$ cat src/rtl/accu_rr_sched.sv
// Shared-adder accumulator: round-robin grants one sample per cycle into a per-requester
// running sum; a last sample emits the frame sum on a valid/ready result port.
module accu_rr_sched #(
  parameter  int unsigned N   = 4,
  parameter  int unsigned W   = 16,
  parameter  int unsigned AW  = 24,
  localparam int unsigned IDW = (N > 1) ? $clog2(N) : 1
) (
  input  logic           clk,
  input  logic           rst,
  input  logic [N-1:0]   req_valid,
  input  logic [N-1:0]   req_last,
  input  logic [N*W-1:0] req_data,
  output logic [N-1:0]   req_ready,
  output logic           out_valid,
  input  logic           out_ready,
  output logic [AW-1:0]  out_sum,
  output logic [IDW-1:0] out_id
);

  logic [AW-1:0]  ctx [N];
  logic [IDW-1:0] ptr;

  logic           free_c;
  logic [N-1:0]   elig_c;
  logic [N-1:0]   grant_c;
  logic           gnt_any_c;
  logic [IDW-1:0] gnt_idx_c;
  logic [W-1:0]   gnt_data_c;
  logic           gnt_last_c;
  logic [AW-1:0]  nxt_c;

  // Last samples need a free result slot; non-last samples never wait on the consumer.
  always_comb begin
    free_c = !out_valid || out_ready;
    elig_c = req_valid & (~req_last | {N{free_c}});
  end

  // Cyclic priority search starting just after the previous winner.
  always_comb begin
    int unsigned j;
    grant_c   = '0;
    gnt_any_c = 1'b0;
    gnt_idx_c = '0;
    j         = 0;
    for (int unsigned k = 1; k <= N; k++) begin
      j = (32'(ptr) + k) % N;
      if (!gnt_any_c && elig_c[j]) begin
        gnt_any_c  = 1'b1;
        gnt_idx_c  = IDW'(j);
        grant_c[j] = 1'b1;
      end
    end
  end

  always_comb begin
    gnt_data_c = req_data[32'(gnt_idx_c)*W +: W];
    gnt_last_c = req_last[gnt_idx_c];
    nxt_c      = ctx[gnt_idx_c] + AW'(gnt_data_c);
    req_ready  = rst ? '0 : grant_c;
  end

  always_ff @(posedge clk) begin
    if (rst) begin
      for (int unsigned i = 0; i < N; i++) ctx[i] <= '0;
      ptr       <= IDW'(N - 1);
      out_valid <= 1'b0;
      out_sum   <= '0;
      out_id    <= '0;
    end else begin
      if (out_valid && out_ready) out_valid <= 1'b0;
      if (gnt_any_c) begin
        ptr <= gnt_idx_c;
        if (gnt_last_c) begin
          ctx[gnt_idx_c] <= '0;
          out_sum        <= nxt_c;
          out_id         <= gnt_idx_c;
          out_valid      <= 1'b1;
        end else begin
          ctx[gnt_idx_c] <= nxt_c;
        end
      end
    end
  end

endmodule

$ cat config.mk
export PLATFORM = sky130hd
export DESIGN_NAME = accu_rr_sched
export DESIGN_NICKNAME = d
export VERILOG_FILES = /design/src/rtl/accu_rr_sched.sv
export SDC_FILE = /design/constraint.sdc
export NUM_CORES = 1
export LEC_CHECK = 0
export ABC_CLOCK_PERIOD_IN_PS = 7490
export CAP_MARGIN = 0
export CORE_ASPECT_RATIO = 1.5
export CORE_UTILIZATION = 40
export DETAILED_ROUTE_END_ITERATION = 10
export GPL_ROUTABILITY_DRIVEN = 0
export HOLD_SLACK_MARGIN = 0.03
export PLACE_DENSITY = 0.69
export SLEW_MARGIN = 30
export SYNTH_ARGS = -nofsm -noshare
export SYNTH_HDL_FRONTEND = slang
export SYNTH_SLANG_ARGS = --single-unit
$ cat constraint.sdc
create_clock -name clk -period 7.49 [get_ports clk]
set_clock_uncertainty 0.1 [all_clocks]
set_input_delay 0.749 -clock clk [delete_from_list [all_inputs] [get_ports clk]]
set_output_delay 0.749 -clock clk [all_outputs]
set_load 0.005 [all_outputs]
======== Yosys cells after proc, flatten, opt, wreduce, memory -nomap -nowiden ========
Memories as Yosys holds them, arrays and structs flattened.
Index checks and enable logic that the tools add are counted.
storage, ports and cells
  bits in registers ....................... 29
  bits in writable memories ............... 96
  bits of input ports ..................... 75
  output and inout port bits .............. 31
  logic and storage cells ................. 90
  memories ................................ 1
memory list
  name  depth  bits a word  rd ports  clocked after memory_dff  wr ports  RTL line  text
  ctx   4      24           1         0                         4         21        logic [AW-1:0] ctx [N];
operators by class
  add/sub/neg operators ................... 5
  order comparisons ....................... 9
  shift operators ......................... 1
  mux-type cells .......................... 48
  bitwise gates (word level) .............. 7
  reduce and logical (&&, ||, !) cells .... 15
operator list
  operator             number
  $shiftx 64x7->16     1
  $mux 24              2
  $mux 1               27
  $add 24x16->24       1
  $reduce_or 24->1     1
  $mux 4               5
  $or 4x4->4           4
  $lt 2x3->1 const B   5
  $bmux 1 s2           5
  $mux 2               5
  $demux 1 s2          4
  $ge 2x1->1 const B   4
  $logic_and 1x1->1    8
  $add 2x1->2 const B  2
  $add 2x2->2 const B  2
  $and 4x4->4          1
  $logic_not 1->1      4
  $not 4->4            1
  $reduce_and 2->1     1
  $logic_or 1x1->1     1
  $or 1x1->1           1

======== Longest topological paths before layout ========
Gate-level depths: netlist (run 1).
  depth in word-level cells ............... 25
  depth in mapped cells ................... 27
  depth with buffers taken out ............ 22

======== Worst setup path after synthesis (run 1) ========
Ideal clock, no wire load.
  path type ............................... reg-to-reg
  start ................................... reg ptr[1]
  end ..................................... mem ctx[0][18], data pin
  setup time .............................. 0.266 ns
  data arrival time ....................... 5.991 ns
  data required time ...................... 7.124 ns
  path slack .............................. 1.133 ns
  cell stages (with the launch flop) ...... 28
  period minus slack after synthesis ...... 6.357 ns
  path through ............................ dfxtp_1 > clkinv_1 > ha_1 > buf_2 > nor2_1 > a32o_1 > or2_1 > clkbuf_1 > or3_1 > clkbuf_1 > nand2_2 > buf_6 > clkbuf_1 > buf_2 > clkbuf_1 > a31oi_1 > ha_1 > fa_1 > a21o_1 > a21oi_1 > o21a_1 > o21ai_0 > a21o_1 > a21oi_1 > nor3_1 > xnor2_1 > a21oi_1 > nor2_1
RTL lines
  item                      RTL line  text
  start: declaration        22        logic [IDW-1:0] ptr;
  start signal: assignment  66        ptr <= IDW'(N - 1);
  start signal: assignment  73        ptr <= gnt_idx_c;
  end: declaration          21

==> flow_summary_export.csv, run 1 <==
group,metric,value,unit
run_status,status,"finished, final reports clean",
clock_network,clock_path_buffers,2,
global_routing,grt_busiest_layer,"met2",
yosys,async_reset_ff_share,0,%
worst_setup_path,critPathLaunchType,"register",
detailed_routing,vias_per_cell,5.61,
yosys,synthesis.instances,781,
placement,port_buffers,105,
worst_hold_path,hp-class,"register to register",
finish,layout-drive-gt1-share,9.10,%
worst_setup_path,crit_path_start,"ptr[1]",
timing,relSlewSlack,34.1,%
placement,hpwlAfterDp,13.8,mm
detailed_routing,antenna_left,0,
timing,slew_violations,0,
floorplan,die_area,19100,um2
yosys,synth_area_leaders,"edfxtp_1 (39%), dfxtp_1 (7.8%), nand2_1 (6.7%)",
finish,final_nets,977,
floorplan,die_y,169,um
floorplan,coreArea,18000,um2
finish,insertedDiodeCount,0,
timing,fmax,149,MHz
global_routing,grt_util_met2,40.9,%
run,maxCapViolCount,0,
global_routing,grt_max_degree,50,
clock_network,numCtsBuffers,17,
yosys,synth.area.mux_share,4.66,%
worst_setup_path,endpoint,"ctx[2][18]",
floorplan,std_cell_rows,60,
timing,setup-tns-final,0,ns
yosys,yosysTopAreaCellShare,38.9,%
timing,fin_crit,6.70,ns
detailed_routing,drt_iter0_drc,421,
floorplan,num_io_pins,106,
global_routing,grtUsageMet3,2.90,%
worst_setup_path,cp_cell_sequence,"clkinv_1 -> ha_1 -> and3b_1 -> o2bb2ai_1 -> or2_1 -> o21a_1 -> o31ai_4 -> nand2_2 -> buf_4 -> a211oi_1 -> a31oi_1 -> ha_1 -> a21o_1 -> a21o_1 -> a221oi_1 -> o21ai_0 -> a21o_1 -> a21oi_2 -> nor3_1 -> xnor2_1 -> a21oi_1 -> nor2_1",
timing,rsz0062_at_grt,"false",
detailed_routing,route.vias.total,6210,
worst_setup_path,arrival,6.77,ns
yosys,netlist-cell-type-count,70,
global_routing,met1_usage,23.1,%
clock_network,path_clk_slew,0.06,ns
yosys,syn_area,7410,um2
finish,fillers,1628,
yosys,synth_xor_area_share,2.36,%
worst_setup_path,criticalPathCategory,"register to register",
detailed_routing,routed_wl,19.7,mm
yosys,synth_nets,881,
worst_setup_path,r2r_slack,0.79,ns
yosys,synth_edf_count,96,
yosys,yosys_warnings,0,
clock_network,cts.sinks,125,
clock_network,cts_tree,"yes",
yosys,synth_flop_cell,"edfxtp_1",
timing,min_period_over_period,89.5,%
global_routing,grt_pass1_vias,6218,
worst_setup_path,critPathCaptureType,"register",
yosys,synth_top_family_by_area,"simple AND/OR/NAND/NOR gates",
clock_network,htreeDepth,4,
worst_setup_path,worstPathMaxFanout,28,
finish,area_growth_syn_to_layout,26.1,%
detailed_routing,drcViolationCount,0,
yosys,synth_fa_ha_area_share,4.32,%
detailed_routing,dr.pass1.iters,5,
worst_setup_path,r2r_start,"ptr[1]",
yosys,ys_seq_area_share,46.7,%
yosys,synth-compound-area-share,17.3,%
worst_setup_path,critical-path-max-stage-delay,0.60,ns
detailed_routing,wl_per_cell,17.8,um
timing,setup_viol,0,
worst_setup_path,reg2reg_depth,22,
clock_network,root_buffer,"clkbuf_16",
worst_setup_path,cpMostUsedCell,"a21o_1",
yosys,syn_avg_cell_area,9.49,um2
yosys,ys_seq_elements,125,
timing,worst_pin_slew,0.985,ns
global_routing,antenna_found_initial,0,
floorplan,initial_utilization,41.1,%
global_routing,grt_pass1_wl,31.4,mm
worst_setup_path,critPathRequiredTime,7.56,ns
floorplan,die_w,113,um
clock_network,clk_latency,0.42,ns
yosys,synth_top_area_cell,"edfxtp_1",
clock_network,cts_setup_buffers,0,
yosys,yosys.area_share.simple,20.7,%
worst_setup_path,reg2reg_to,"ctx[2][18]",
timing,hold_viol,0,
worst_setup_path,cp_slowest_cell,"ha_1",
global_routing,grt_overflow,0,
global_routing,track_usage,21.5,%
## flip-flops by register name, summed over array words and instances (netlist names)
register and flops:
ptr 2, out_id 2, ctx 96, out_valid 1, out_sum 24
## cells in the final DEF, fill, tap and decap left out, types with 5 or more instances in the layout
master           synthesis  final
a211oi_1                37     37
a21o_1                   8      8
a21oi_1                 48     47
a221o_1                  5      5
a31oi_1                 33     33
and2_1                  37     37
and3_1                   6      6
buf_4                    1     16
clkbuf_16                0     17
clkdlybuf4s50_1          0    105
dfxtp_1                 29     29
edfxtp_1                96     96
ha_1                    24     24
inv_1                   25     25
mux2_2                   5      5
mux2i_1                 12     12
mux4_2                   7      7
nand2_1                132    132
nand3_1                 14     14
nor2_1                  87     87
nor3_1                  15     15
o211ai_1                 5      5
o21ai_0                 20     19
o21bai_1                 5      5
xnor2_1                 14     14
xor2_1                   6      6
## how the worst min path moves through the flow
stage | from | slack [ns] | cells past startpoint | endpoint
6_report | out_sum[9] | 0.35 | 2 | out_sum[9]
5_1_grt | out_sum[1] | 0.39 | 2 | out_sum[1]
4_1_cts | out_sum[1] | 0.36 | 2 | out_sum[1]
3_5_place_dp | out_sum[1] | 0.35 | 2 | out_sum[1]
3_3_place_gp | out_sum[9] | 0.35 | 2 | out_sum[9]
2_1_floorplan | out_id[1] | 0.35 | 2 | out_id[1]
## worst max-delay path: cells and delay by family, from the launching register on
kind	cells	cell delay [ns]
DFF	1	0.48
buffers and inverters	2	0.64
xor gates and xnor gates	1	0.15
and+or+nand+nor	5	1.09
AOI/OAI and AO/OA	12	2.97
adders and majority gates	2	1.01
## logic make-up (layout without fill, tap and decap cells)
family	Yosys count	in the layout
buffers and inverters	71	180
muxes	25	25
AOI/OAI and AO/OA	188	188
xor gates and xnor gates	20	20
adders and majority gates	25	25
and+or+nand+nor	327	327
DFF	125	125
## Yosys cell counts (2+ instances only)
library cell and number:
edfxtp_1 96, o21a_1 4, o31a_1 3, mux2_2 5, dfxtp_1 29, a21oi_1 48
or2_2 2, nand2b_1 4, and3_1 6, and3b_1 3, nand2_1 132, nor4_1 2
mux2i_1 12, inv_1 25, o211a_1 2, xnor2_1 14, buf_1 2, nor2b_1 4
xor2_1 6, buf_2 10, o21ai_0 20, o21bai_1 5, o21ai_1 3, a211oi_1 37
or3_4 2, clkbuf_1 31, a311oi_2 2, nor2_1 87, nor3_1 15, ha_1 24
a21o_1 8, nand3_1 14, o211ai_1 5, nand3b_1 4, a31oi_1 33, or3_1 2
and2_1 37, mux4_2 7, a221o_1 5
## routing by layer
| metal | share of wire, % | wire [um] |
|---|---|---|
| met2 | 55 | 10900 |
| met4 | 3.2 | 638 |
| met3 | 3.3 | 653 |
| met5 | 0 | 0 |
| met1 | 38 | 7600 |
## stage by stage
| step | utilization [%] | area [um2] | hold WS (ns) | setup WS, ns | instances |
|---|---|---|---|---|---|
| finish | 51.9 | 9350 | 0.354 | 0.788 | 1107 |
| floorplan | - | 7410 | 0.353 | 1.13 | 781 |
| detailed placement | 48.4 | 8720 | 0.350 | 0.538 | 1075 |
| global route | 51.9 | 9350 | 0.385 | 0.180 | 1107 |
| global placement | 48.4 | 8720 | 0.346 | 0.686 | 1075 |
| CTS | 51.9 | 9340 | 0.357 | 0.618 | 1107 |
## repair_timing
action,CTS,global route
endpoints found under the hold margin,0,0
endpoints found under the setup margin,0,4
hold buffers,0,0
resized for setup,0,1
## layout make-up
| type | instances | area [um2] | share of cell area (%) |
|---|---|---|---|
| clock buffers | 18 | 429 | 4.59 |
| clock inverters | 14 | 194 | 2.07 |
| inverters | 26 | 97.6 | 1.04 |
| multi-input cells | 585 | 3700 | 39.6 |
| flip-flops and latches | 125 | 3460 | 37.0 |
| well taps | 217 | 272 | 2.90 |
| repair buffers | 122 | 1190 | 12.7 |
Power of run 1 is not shown: default switching activity piles up to over one toggle a cycle in this logic, so the estimate is an artifact.
==> run 2: changes to the inputs <==
--- a/config.mk
+++ b/config.mk
@@ -8,6 +8,7 @@
 export ABC_CLOCK_PERIOD_IN_PS = 7490
 export CAP_MARGIN = 0
 export CORE_ASPECT_RATIO = 1.5
+export CORE_MARGIN = 2
 export CORE_UTILIZATION = 40
 export DETAILED_ROUTE_END_ITERATION = 10
 export GPL_ROUTABILITY_DRIVEN = 0
==> run 2 against run 1 <==
Worst hold slack barely moved. Count of clock-buffer cells in the layout decreased by 1. First-iteration DRC count down 14%. Wire length up 1.4%. Register-to-register slack lost 0.23 ns. Sequential share of layout area decreased by 0.31 points. Cell count is 0.45% higher. Utilization down 0.41 points. Sequential cell count did not move.
==> flow_summary_export.csv, run 2 (synthesized netlist as in run 1, its figures left out) <==
group,metric,value,unit
global_routing,grt_pass1_wl,31.1,mm
global_routing,grt_overflow,0,
floorplan,initial_utilization,40.5,%
placement,dp_cells,1079,
detailed_routing,routed_wl,20.0,mm
finish,fillers,1676,
floorplan,num_io_pins,106,
floorplan,std_cell_rows,61,
finish,top_regs,"ctx: 96 flops, out_sum: 24 flops",
timing,slew_violations,0,
placement,place_area,8760,um2
finish,insertedDiodeCount,0,
timing,hold_viol,0,
floorplan,die_w,115,um
finish,final_nets,979,
detailed_routing,vias_per_cell,5.63,
finish,layout_common_cells,"nand2_1 (132), clkdlybuf4s50_1 (105), edfxtp_1 (96)",
worst_setup_path,worstPathMaxFanout,32,
finish,fin_area,9430,um2
clock_network,hold_buffers,0,
finish,largest_reg_flops,96,
global_routing,grt_pass1_vias,6062,
timing,fin_crit,6.93,ns
worst_setup_path,critPathCaptureType,"register",
timing,rsz0062_at_grt,"false",
detailed_routing,drt_iter0_drc,360,
clock_network,path_clk_slew,0.06,ns
clock_network,clk_latency,0.42,ns
worst_hold_path,hp-class,"register to register",
floorplan,die_y,171,um
clock_network,cts_setup_buffers,0,
worst_setup_path,reg2reg_to,"ctx[0][18]",
worst_setup_path,arrival,7.00,ns
worst_setup_path,endpoint,"ctx[0][18]",
finish,layout-drive-gt1-share,9.30,%
detailed_routing,antenna_left,0,
detailed_routing,route.vias.total,6261,
worst_setup_path,criticalPathCategory,"register to register",
timing,worst_pin_slew,0.924,ns
floorplan,coreArea,18300,um2
timing,relSlewSlack,38.4,%
clock_network,cts.sinks,125,
finish,final_common_cell,"nand2_1",
floorplan,die_area,19700,um2
clock_network,root_buffer,"clkbuf_16",
detailed_routing,wl_per_cell,18.0,um
clock_network,cts_tree,"yes",
timing,min_period_over_period,92.6,%
placement,hpwlAfterDp,13.5,mm
worst_setup_path,r2r_start,"ptr[1]",
finish,final_cells,1112,
detailed_routing,dr.pass1.iters,5,
clock_network,numCtsBuffers,17,
timing,setup-tns-final,0,ns
worst_setup_path,critPathRequiredTime,7.55,ns
run,maxCapViolCount,0,
worst_setup_path,reg2reg_depth,22,
worst_setup_path,critPathLaunchType,"register",
timing,fmax,144,MHz
timing,setup_viol,0,
finish,area_growth_syn_to_layout,27.2,%
finish,largest_register,"ctx",
clock_network,htreeDepth,4,
global_routing,antenna_found_initial,0,
global_routing,track_usage,20.7,%
run_status,status,"finished, final reports clean",
placement,port_buffers,105,
detailed_routing,drcViolationCount,0,
clock_network,cts_resized,0,
worst_setup_path,crit_path_start,"ptr[1]",
global_routing,grt_max_degree,75,
worst_setup_path,r2r_slack,0.56,ns
clock_network,clock_path_buffers,2,
[run 2: cell count changes in the layout (fill, tap and decap cells not counted), sizes merged]
cell | previous run | this run
inv | 27 | 29
clkinv | 7 | 6
buf | 17 | 19
clkbuf | 18 | 17
[run 2: layout make-up]
type                       instances  area (um2)  area share [%]
timing repair buffer             124        1260            13.4
inverter                          26        97.6            1.04
tap                              220         275            2.92
sequential                       125        3460            36.7
multi-input combinational        585        3700            39.2
clock buffer                      17         425            4.51
clock inverter                    15         210            2.23
[run 2: metal layers]
metal,GRT usage [%],wire (um),vias to the layer above
met5,0,0,-
met4,7.60,429,0
met3,3.29,897,38
met2,39.9,11200,175
met1,22.4,7540,3014
li1,-,-,3034
[run 2: worst min-delay path by stage]
stage / cells after the start / startpoint / slack (ns) / endpoint
5_1_grt: 2 / out_sum[10] / 0.38 / out_sum[10]
2_1_floorplan: 2 / out_id[1] / 0.35 / out_id[1]
3_3_place_gp: 2 / out_sum[11] / 0.35 / out_sum[11]
3_5_place_dp: 2 / out_sum[8] / 0.35 / out_sum[8]
4_1_cts: 2 / out_sum[8] / 0.36 / out_sum[8]
6_report: 2 / out_sum[8] / 0.35 / out_sum[8]
[run 2: worst max-delay path, stage by stage, from the launching register on]
cell and delay, ns:
dfxtp_1 0.52, clkinv_1 0.14, ha_1 0.56, and3b_1 0.23, o2bb2ai_1 0.18, or2_1 0.25
buf_4 0.17, o21a_1 0.23, o31ai_4 0.35, nand2_2 0.45, buf_4 0.35, a31oi_1 0.20
ha_1 0.33, a21o_1 0.22, a21o_1 0.18, a221oi_1 0.39, o21ai_0 0.27, a21o_1 0.23
a21oi_1 0.53, nor3_1 0.18, xnor2_1 0.16, a21oi_1 0.33, nor2_1 0.09
[run 2: per-stage QoR]
step                      worst slack, ns  util [%]  hold slack, ns
after floorplan                      1.13         -           0.353
after global placement              0.543      47.7           0.345
after detailed placement            0.479      47.8           0.347
after CTS                           0.690      51.3           0.356
after global routing                0.125      51.5           0.375
final                               0.556      51.5           0.355
Power of run 2 is left out for the same reason.
==> run 3: changes to the inputs <==
--- a/config.mk
+++ b/config.mk
@@ -13,7 +13,7 @@
 export DETAILED_ROUTE_END_ITERATION = 10
 export GPL_ROUTABILITY_DRIVEN = 0
 export HOLD_SLACK_MARGIN = 0.03
-export PLACE_DENSITY = 0.69
+export PLACE_DENSITY = 0.59
 export SLEW_MARGIN = 30
 export SYNTH_ARGS = -nofsm -noshare
 export SYNTH_HDL_FRONTEND = slang
==> run 3 against run 2 <==
First-iteration DRC count up 17%. Cell count stayed put. Utilization shrank 0.068 points. Critical path depth did not move. Design area decreased by 0.13%. Maximum frequency decreased by 0.27%.
==> flow_summary_export.csv, run 3 (synthesized netlist as in run 1, its figures left out) <==
group,metric,value,unit
worst_setup_path,critPathLaunchType,"register",
clock_network,cts.sinks,125,
placement,hpwlAfterDp,14.5,mm
global_routing,grt_max_degree,36,
timing,fmax,144,MHz
worst_setup_path,arrival,7.01,ns
worst_setup_path,criticalPathCategory,"register to register",
worst_setup_path,critPathRequiredTime,7.54,ns
global_routing,grt_overflow,0,
finish,final_common_cell,"nand2_1",
finish,final_cells,1112,
finish,largest_register,"ctx",
finish,area_growth_syn_to_layout,27.0,%
floorplan,die_y,171,um
floorplan,die_area,19700,um2
finish,insertedDiodeCount,0,
clock_network,hold_buffers,0,
clock_network,numCtsBuffers,17,
timing,rsz0062_at_grt,"false",
finish,final_nets,979,
global_routing,track_usage,21.7,%
finish,utilization,51.4,%
detailed_routing,wl_per_cell,18.6,um
worst_hold_path,hp-class,"register to register",
clock_network,clk_latency,0.42,ns
timing,setup-tns-final,0,ns
timing,hold_viol,0,
run_status,status,"finished, final reports clean",
worst_setup_path,critPathCaptureType,"register",
floorplan,coreArea,18300,um2
clock_network,root_buffer,"clkbuf_16",
detailed_routing,drt_iter0_drc,421,
global_routing,grt_pass1_vias,6380,
placement,port_buffers,105,
worst_setup_path,worstPathMaxFanout,23,
finish,layout-drive-gt1-share,9.53,%
global_routing,antenna_found_initial,0,
finish,layout_common_cells,"nand2_1 (132), clkdlybuf4s50_1 (105), edfxtp_1 (96)",
clock_network,cts_tree,"yes",
timing,min_period_over_period,92.8,%
timing,worst_pin_slew,0.973,ns
timing,slew_violations,0,
finish,top_regs,"ctx: 96 flops, out_sum: 24 flops",
floorplan,num_io_pins,106,
run,maxCapViolCount,0,
detailed_routing,dr.pass1.iters,5,
floorplan,die_w,115,um
detailed_routing,route.vias.total,6292,
floorplan,initial_utilization,40.5,%
clock_network,cts_setup_buffers,0,
detailed_routing,routed_wl,20.7,mm
floorplan,std_cell_rows,61,
finish,largest_reg_flops,96,
clock_network,clock_path_buffers,2,
placement,dp_cells,1080,
detailed_routing,drcViolationCount,0,
timing,fin_crit,6.95,ns
clock_network,htreeDepth,4,
timing,relSlewSlack,35.0,%
clock_network,path_clk_slew,0.06,ns
global_routing,grt_pass1_wl,33.0,mm
detailed_routing,vias_per_cell,5.66,
timing,setup_viol,0,
detailed_routing,antenna_left,0,
==> run 3: layer usage <==
metal	vias up	global-route usage [%]	share of wire, %
met5	-	0	0
li1	3016	-	-
met1	3071	25.3	40
met2	174	40.9	55
met4	0	5.87	1.5
met3	31	3.19	3.9
==> run 3: final timing paths <==
| path | startpoint | endpoint | slack, ns | cells after the start |
|---|---|---|---|---|
| hold reg to reg | out_sum[6] | out_sum[6] | 0.36 | 2 |
| setup / recovery | ptr[1] | ctx[1][18] | 0.54 | 22 |
| setup reg to reg | ptr[1] | ctx[1][18] | 0.54 | 22 |
| hold / removal | out_sum[6] | out_sum[6] | 0.36 | 2 |
==> run 3: critical path: stages, from the launching register on <==
cell	delay, ns
dfxtp_1	0.52
clkinv_1	0.38
ha_2	0.58
and3b_1	0.21
o2bb2ai_1	0.18
or2_1	0.43
o21a_1	0.29
o31ai_4	0.40
nand2_2	0.31
buf_4	0.33
a211oi_1	0.21
a31oi_1	0.11
fa_1	0.48
a21o_1	0.18
a21oi_1	0.25
o21a_1	0.21
o21ai_0	0.16
a21o_1	0.24
a21oi_2	0.36
nor3_1	0.13
xnor2_1	0.16
a21oi_1	0.37
nor2_1	0.10
==> run 3: area by class of cell <==
type | count | area (um2)
inverters | 26 | 97.6
repair buffers | 124 | 1240
flip-flops and latches | 125 | 3460
fillers | 1700 | 8900
clock buffers | 19 | 443
multi-input cells | 585 | 3710
clock inverters | 13 | 190
well taps | 220 | 275
==> run 3: repair_timing <==
action,in CTS,in global routing
resized for setup,0,2
setup endpoints to repair,0,15
endpoints found under the hold margin,0,0
==> run 3: per-stage QoR <==
stage                     hold slack, ns  worst slack [ns]  area (um2)
final                              0.356             0.537        9420
after global routing               0.372           0.00382        9420
after CTS                          0.358             0.277        9410
after detailed placement           0.350             0.351        8780
after global placement             0.344             0.476        8740
after floorplan                    0.353              1.13        7410
Power of run 3 is left out for the same reason.
